==> config.mk <==
export PLATFORM = sky130hd
export DESIGN_NAME = imem_loader_flat
export DESIGN_NICKNAME = d
export VERILOG_FILES = /design/src/rtl/imem_loader_if.sv /design/src/rtl/imem_loader.sv /design/src/flat_wrapper.sv
export SDC_FILE = /design/constraint.sdc
export NUM_CORES = 1
export LEC_CHECK = 0
export ABC_AREA = 1
export CAP_MARGIN = 0
export CORE_MARGIN = 4
export CORE_UTILIZATION = 50
export DETAILED_ROUTE_END_ITERATION = 10
export PLACE_DENSITY = 0.88
export SKIP_LAST_GASP = 1
export SLEW_MARGIN = 20
export SYNTH_ARGS = -nofsm -noshare
export SYNTH_HDL_FRONTEND = slang
export SYNTH_SLANG_ARGS = --single-unit
==> constraint.sdc <==
create_clock -name clk -period 2.1 [get_ports clk]
set_clock_uncertainty 0.05 [all_clocks]
set_input_delay 0.42 -clock clk [delete_from_list [all_inputs] [get_ports clk]]
set_output_delay 0.42 -clock clk [all_outputs]
set_load 0.05 [all_outputs]
==> src/rtl/imem_loader_if.sv <==
// Host-link byte stream, load control and instruction-memory write port of imem_loader.
// Latency: none, signal bundle only.
// Backpressure: byte_valid/byte_ready handshake; the memory write port has no backpressure.
//
// Ports (slave = loader side):
//   load_req/load_len/halt        in   load control from the host
//   byte_data/byte_valid          in   big-endian byte stream
//   byte_ready                    out  loader takes a byte on this edge
//   ext_instr/_addr/_en           out  one-cycle word write into instruction memory
//   start/load_err/words_loaded   out  run enable and load status
interface imem_loader_if;
    logic        load_req;
    logic [7:0]  load_len;
    logic        halt;
    logic [7:0]  byte_data;
    logic        byte_valid;
    logic        byte_ready;
    logic [31:0] ext_instr;
    logic [31:0] ext_instr_addr;
    logic        ext_instr_en;
    logic        start;
    logic        load_err;
    logic [7:0]  words_loaded;

    modport master (
        output load_req, load_len, halt, byte_data, byte_valid,
        input  byte_ready, ext_instr, ext_instr_addr, ext_instr_en,
        input  start, load_err, words_loaded
    );

    modport slave (
        input  load_req, load_len, halt, byte_data, byte_valid,
        output byte_ready, ext_instr, ext_instr_addr, ext_instr_en,
        output start, load_err, words_loaded
    );
endinterface

==> src/rtl/imem_loader.sv <==
// Boot loader: packs a big-endian byte stream into 32-bit words, writes them to imem, then raises start.
// Latency: 4th byte accepted at edge N -> write strobe in cycle N..N+1; start one cycle after the last strobe.
// Backpressure: byte_ready is registered, high only in RECV; it drops for the one WRITE cycle per word.
//
// Ports:
//   clk    in  clock, all state changes on the rising edge
//   rst_n  in  asynchronous active-low reset; every output clears immediately
//   bus    imem_loader_if.slave (load control, byte stream, memory write port, status)
module imem_loader #(
    parameter int MEM_BYTES = 256,
    parameter int TIMEOUT   = 65535
) (
    input  logic         clk,
    input  logic         rst_n,
    imem_loader_if.slave bus
);
    localparam int AW = $clog2(MEM_BYTES);
    localparam int TW = $clog2(TIMEOUT + 1);
    // load_len == 0 means the whole memory; for a 1 KiB memory this truncates to 0,
    // which still matches because the 8-bit word counter wraps to 0 on the 256th word.
    localparam logic [7:0] FULL_LEN = 8'(MEM_BYTES / 4);

    typedef enum logic [1:0] {
        ST_IDLE  = 2'd0,
        ST_RECV  = 2'd1,
        ST_WRITE = 2'd2,
        ST_RUN   = 2'd3
    } state_t;

    state_t          state_q, state_d;
    logic [AW-1:0]   addr_q;
    logic [7:0]      len_q;
    logic [7:0]      cnt_q;
    logic [1:0]      idx_q;
    logic [TW-1:0]   tmo_q;
    logic [31:0]     word_q;
    logic            byte_ready_q;
    logic            en_q;
    logic            start_q;
    logic            err_q;

    logic            accept;
    logic            tmo_hit;
    logic            load_go;
    logic            write_done;

    // halt wins over everything, so a byte presented while halting is not taken
    assign accept     = (state_q == ST_RECV) && byte_ready_q && bus.byte_valid && !bus.halt;
    assign load_go    = !bus.halt && bus.load_req && (state_q == ST_IDLE || state_q == ST_RUN);
    assign write_done = (state_q == ST_WRITE) && !bus.halt;

    always_comb begin
        state_d = state_q;
        tmo_hit = 1'b0;
        if (bus.halt) begin
            state_d = ST_IDLE;
        end else begin
            case (state_q)
                ST_IDLE: begin
                    if (bus.load_req) state_d = ST_RECV;
                end
                ST_RECV: begin
                    if (accept) begin
                        if (idx_q == 2'd3) state_d = ST_WRITE;
                    end else if (tmo_q == TW'(TIMEOUT - 1)) begin
                        // this idle cycle is the TIMEOUT-th in a row
                        tmo_hit = 1'b1;
                        state_d = ST_IDLE;
                    end
                end
                ST_WRITE: begin
                    state_d = ((cnt_q + 8'd1) == len_q) ? ST_RUN : ST_RECV;
                end
                ST_RUN: begin
                    if (bus.load_req) state_d = ST_RECV;
                end
                default: state_d = ST_IDLE;
            endcase
        end
    end

    always_ff @(posedge clk or negedge rst_n) begin
        if (!rst_n) begin
            state_q <= ST_IDLE;
        end else begin
            state_q <= state_d;
        end
    end

    always_ff @(posedge clk or negedge rst_n) begin
        if (!rst_n) begin
            addr_q       <= '0;
            len_q        <= '0;
            cnt_q        <= '0;
            idx_q        <= '0;
            tmo_q        <= '0;
            word_q       <= '0;
            byte_ready_q <= 1'b0;
            en_q         <= 1'b0;
            start_q      <= 1'b0;
            err_q        <= 1'b0;
        end else begin
            // registered outputs follow the state being entered
            byte_ready_q <= (state_d == ST_RECV);
            en_q         <= (state_d == ST_WRITE);
            start_q      <= (state_d == ST_RUN);

            if (load_go) begin
                len_q  <= (bus.load_len == 8'd0) ? FULL_LEN : bus.load_len;
                addr_q <= '0;
                cnt_q  <= '0;
                idx_q  <= '0;
                tmo_q  <= '0;
                err_q  <= 1'b0;
            end

            if (accept) begin
                case (idx_q)
                    2'd0:    word_q[31:24] <= bus.byte_data;
                    2'd1:    word_q[23:16] <= bus.byte_data;
                    2'd2:    word_q[15:8]  <= bus.byte_data;
                    default: word_q[7:0]   <= bus.byte_data;
                endcase
                idx_q <= idx_q + 2'd1;
                tmo_q <= '0;
            end else if (state_q == ST_RECV && !bus.halt) begin
                tmo_q <= tmo_q + TW'(1);
            end

            if (tmo_hit) begin
                err_q <= 1'b1;
            end

            // a halted WRITE still strobes, but the word is not counted
            if (write_done) begin
                addr_q <= addr_q + AW'(4);
                cnt_q  <= cnt_q + 8'd1;
                idx_q  <= '0;
            end
        end
    end

    assign bus.byte_ready     = byte_ready_q;
    assign bus.ext_instr      = word_q;
    assign bus.ext_instr_addr = {{(32 - AW){1'b0}}, addr_q};
    assign bus.ext_instr_en   = en_q;
    assign bus.start          = start_q;
    assign bus.load_err       = err_q;
    assign bus.words_loaded   = cnt_q;
endmodule

==> src/flat_wrapper.sv <==
// flat-port wrapper written by rule: the top's interface ports become plain ports
module imem_loader_flat 
#(
    parameter int MEM_BYTES = 256,
    parameter int TIMEOUT   = 65535
)
  (clk, rst_n, bus_load_req, bus_load_len, bus_halt, bus_byte_data, bus_byte_valid, bus_byte_ready, bus_ext_instr, bus_ext_instr_addr, bus_ext_instr_en, bus_start, bus_load_err, bus_words_loaded);
  imem_loader_if bus_i ();
  input  logic clk;
  input  logic rst_n;
  input wire logic [$bits(bus_i.load_req)-1:0] bus_load_req;
  input wire logic [$bits(bus_i.load_len)-1:0] bus_load_len;
  input wire logic [$bits(bus_i.halt)-1:0] bus_halt;
  input wire logic [$bits(bus_i.byte_data)-1:0] bus_byte_data;
  input wire logic [$bits(bus_i.byte_valid)-1:0] bus_byte_valid;
  output wire logic [$bits(bus_i.byte_ready)-1:0] bus_byte_ready;
  output wire logic [$bits(bus_i.ext_instr)-1:0] bus_ext_instr;
  output wire logic [$bits(bus_i.ext_instr_addr)-1:0] bus_ext_instr_addr;
  output wire logic [$bits(bus_i.ext_instr_en)-1:0] bus_ext_instr_en;
  output wire logic [$bits(bus_i.start)-1:0] bus_start;
  output wire logic [$bits(bus_i.load_err)-1:0] bus_load_err;
  output wire logic [$bits(bus_i.words_loaded)-1:0] bus_words_loaded;
  assign bus_i.load_req = bus_load_req;
  assign bus_i.load_len = bus_load_len;
  assign bus_i.halt = bus_halt;
  assign bus_i.byte_data = bus_byte_data;
  assign bus_i.byte_valid = bus_byte_valid;
  assign bus_byte_ready = bus_i.byte_ready;
  assign bus_ext_instr = bus_i.ext_instr;
  assign bus_ext_instr_addr = bus_i.ext_instr_addr;
  assign bus_ext_instr_en = bus_i.ext_instr_en;
  assign bus_start = bus_i.start;
  assign bus_load_err = bus_i.load_err;
  assign bus_words_loaded = bus_i.words_loaded;
  imem_loader #(.MEM_BYTES(MEM_BYTES), .TIMEOUT(TIMEOUT)) u_core (.clk(clk), .rst_n(rst_n), .bus(bus_i));
endmodule
==> results.json <==
{
  "clock-sinks": 78,
  "syn_inst": 475,
  "final_nets": 589,
  "synth_top_family_by_area": "simple AND/OR/NAND/NOR gates",
  "synth_compound_area_frac": 0.1134,
  "rows": 31,
  "netlist_area_sq_mm": 0.003907,
  "finalWirelength_microns": 9488,
  "die-area_sq_mm": 0.009293,
  "cp.arrival_ns": 1.61,
  "vias": 3500,
  "finalWeightedCongestion": 0.8477,
  "postCtsSetupBuffers": 0,
  "yosysTopAreaCell": "dfrtp_1",
  "min_period_ns": 2.082,
  "synthAdderAreaFrac": 0.03842,
  "routedWlPerCell_microns": 14.38,
  "leakage_nw": 2.370,
  "min_path_type": "primary input to asynchronous set/reset pin",
  "clkTransAtPathRegs_ns": 0.08,
  "final.period_utilization": 0.9914,
  "fp.dieW_microns": 96.40,
  "fin_hold_ws_ns": 0.006178,
  "internal_power_w": 0.002886,
  "startpoint_type": "register",
  "grt_pass1_vias": 3431,
  "post-route-util": 0.6566,
  "required_ns": 1.63,
  "crit_family": "buffers and inverters",
  "cts_hold_buf": 0,
  "synthMuxAreaShare": 0.002882,
  "clk_latency_ns": 0.35,
  "syn_to_final_growth_pct": 24.50,
  "numPortBuffers": 70,
  "maxCapViolations": 0,
  "hold_violations": 0,
  "yosys.area_share.xor_xnor": 0.002241,
  "timing_worst_setup_path_type": "register to output pin",
  "p_seq_frac": 0.403,
  "setup_viol": 0,
  "status": "completed",
  "max_slew_margin": 0.6296,
  "yosys-top-cells-count": "nand2_1 (126), dfrtp_1 (78), inv_1 (54), o21ai_0 (54), nor2_1 (31)",
  "cp.depth": 1,
  "numCtsBuffers": 9,
  "first_pass_iters": 5,
  "synth_ff_type": "dfrtp_1",
  "drtIter0Drc": 275,
  "antenna_cells": 0,
  "syn_area_per_cell_sq_um": 8.226,
  "grt-ovfl-total": 0,
  "fmax_mhz": 480.3,
  "place_area_sq_mm": 0.004664,
  "yosysMostFrequentCell": "nand2_1",
  "fin_setup_tns_ns": 0,
  "yosys_warnings": 0,
  "io_pins": 97,
  "synth_seq_area_share": 0.4995,
  "rsz0062_at_grt": "no",
  "grt_max_degree": 44,
  "worstSetupEndpointType": "output pin",
  "drcViolationCount": 0,
  "routed_via_density": 5.303,
  "cp_cell_sequence": "clkdlybuf4s50_1",
  "yosys.area_share.simple": 0.2296,
  "worst_pin_slew_ns": 0.5556,
  "ir_drop_mv": 0.6594,
  "cellPowerDensity_mw_per_mm2": 1010,
  "switching_share": 0.4126,
  "die_h_microns": 96.40,
  "power_switching_w": 0.002027,
  "slowest_stage": "clkdlybuf4s50_1",
  "slew_violations": 0,
  "synth_area_leaders": "dfrtp_1 (50%), nand2_1 (12%), o21ai_0 (6.9%)",
  "core_area_sq_mm": 0.007408,
  "cp_max_fo": 4,
  "combPwrFrac": 0.370,
  "cts_tree": "yes",
  "final_area_sq_mm": 0.004865,
  "htreeDepth": 3,
  "clkPwrFrac": 0.227,
  "synth_edf_count": 0,
  "antenna_found_initial": 0,
  "yosys_register_bits": 78,
  "grt_usage": 0.2167,
  "synthDistinctLibCells": 34,
  "slowest_delay_ns": 0.83,
  "async_flop_share": 1.000,
  "ant_nets": 0,
  "drive_gt1_frac": 0.06774,
  "synth.top_cell.area_share": 0.4995,
  "reg2regPathDepth": 10,
  "worstPathBufferInverterCount": 1,
  "clock-root-buffer": "clkbuf_8",
  "grt_pass1_wl_microns": 15520,
  "hpwl_microns": 6942,
  "max-clock-path-buffers": 2,
  "start_util": 0.5274
}
## layout by cell type, fill, tap and decap left out, types with 9 or more instances in the layout
cell / netlist / layout
clkbuf_8: 0 / 9
nor2_1: 31 / 31
conb_1: 1 / 26
inv_1: 54 / 54
dfrtp_1: 78 / 78
buf_4: 26 / 11
ha_1: 12 / 12
clkdlybuf4s50_1: 0 / 61
o21ai_0: 54 / 54
nand3_1: 26 / 26
o22ai_1: 12 / 12
nand2_1: 126 / 126
## cells by family after synthesis
family | after synthesis
xor+xnor | 1
flops | 78
buf+inv | 91
other cells | 1
mux | 1
fa+ha+maj | 12
compound gates | 82
simple gates | 209
## final cells by class
type | count | area, sq um
repair buffers | 78 | 772.0
clock buffers | 11 | 131.4
multi-input cells | 331 | 1608
inverters | 58 | 217.7
well taps | 99 | 123.9
clock inverters | 5 | 60.06
flip-flops and latches | 78 | 1952
fillers | 579 | 2544
## power by group through the flow
stage	registers [W]	clock network [W]	logic, W
after floorplan	0.00249	0	0.000722
after global placement	0.00199	0	0.00176
after detailed placement	0.00199	0	0.00181
after CTS	0.00197	0.00113	0.00182
after global routing	0.00202	0.00119	0.00198
final	0.00198	0.00112	0.00182
## path summary, 6_finish.rpt
check | endpoint | slack [ns] | from
hold / removal | u_core.bus.ext_instr[16]$_DFFE_PN0P_ | 0.006 | rst_n
setup / recovery | bus_words_loaded[7] | 0.02 | u_core.bus.words_loaded[7]$_DFFE_PN0P_
setup reg to reg | u_core.bus.ext_instr_en$_DFF_PN0_ | 0.23 | u_core.bus.words_loaded[1]$_DFFE_PN0P_
min in group clk | u_core.bus.ext_instr[12]$_DFFE_PN0P_ | 0.44 | u_core.bus.ext_instr[12]$_DFFE_PN0P_
max in group asynchronous | u_core.tmo_q[11]$_DFFE_PN0P_ | 1.40 | rst_n
hold reg to reg | u_core.bus.ext_instr[12]$_DFFE_PN0P_ | 0.44 | u_core.bus.ext_instr[12]$_DFFE_PN0P_
## flip-flops by register name, summed over array words and instances, names as in the netlist
signal,flops
u_core.tmo_q,16
u_core.bus.ext_instr_en,1
u_core.bus.ext_instr,32
u_core.bus.byte_ready,1
u_core.bus.words_loaded,8
u_core.idx_q,2
u_core.bus.load_err,1
u_core.len_q,8
u_core.addr_q,6
u_core.bus.start,1
u_core.state_q,2
## per-stage QoR
step | setup WS, ns | cells | power, W
6_report | 0.01813 | 660 | 0.004913
5_1_grt | 0.002752 | 660 | 0.005181
4_1_cts | 0.009398 | 660 | 0.004926
3_5_place_dp | -0.01287 | 644 | 0.003809
3_3_place_gp | 0.03172 | 644 | 0.003747
2_1_floorplan | 0.1247 | 500 | 0.003210
## per-layer routing
metal / part of all wire / wire length [microns] / vias up / track usage
met5: 0 / 0 / - / 0
met4: 0.026 / 251 / 0 / 0.09930
met3: 0.075 / 708 / 28 / 0.05887
met2: 0.48 / 4570 / 144 / 0.3571
met1: 0.42 / 3957 / 1680 / 0.2657
li1: - / - / 1648 / -
## what timing repair did
action                                  CTS  global route
resized for setup                         1             4
cloned                                    0             0
endpoints found under the setup margin    1             4
(Power assumes the default switching activity.)
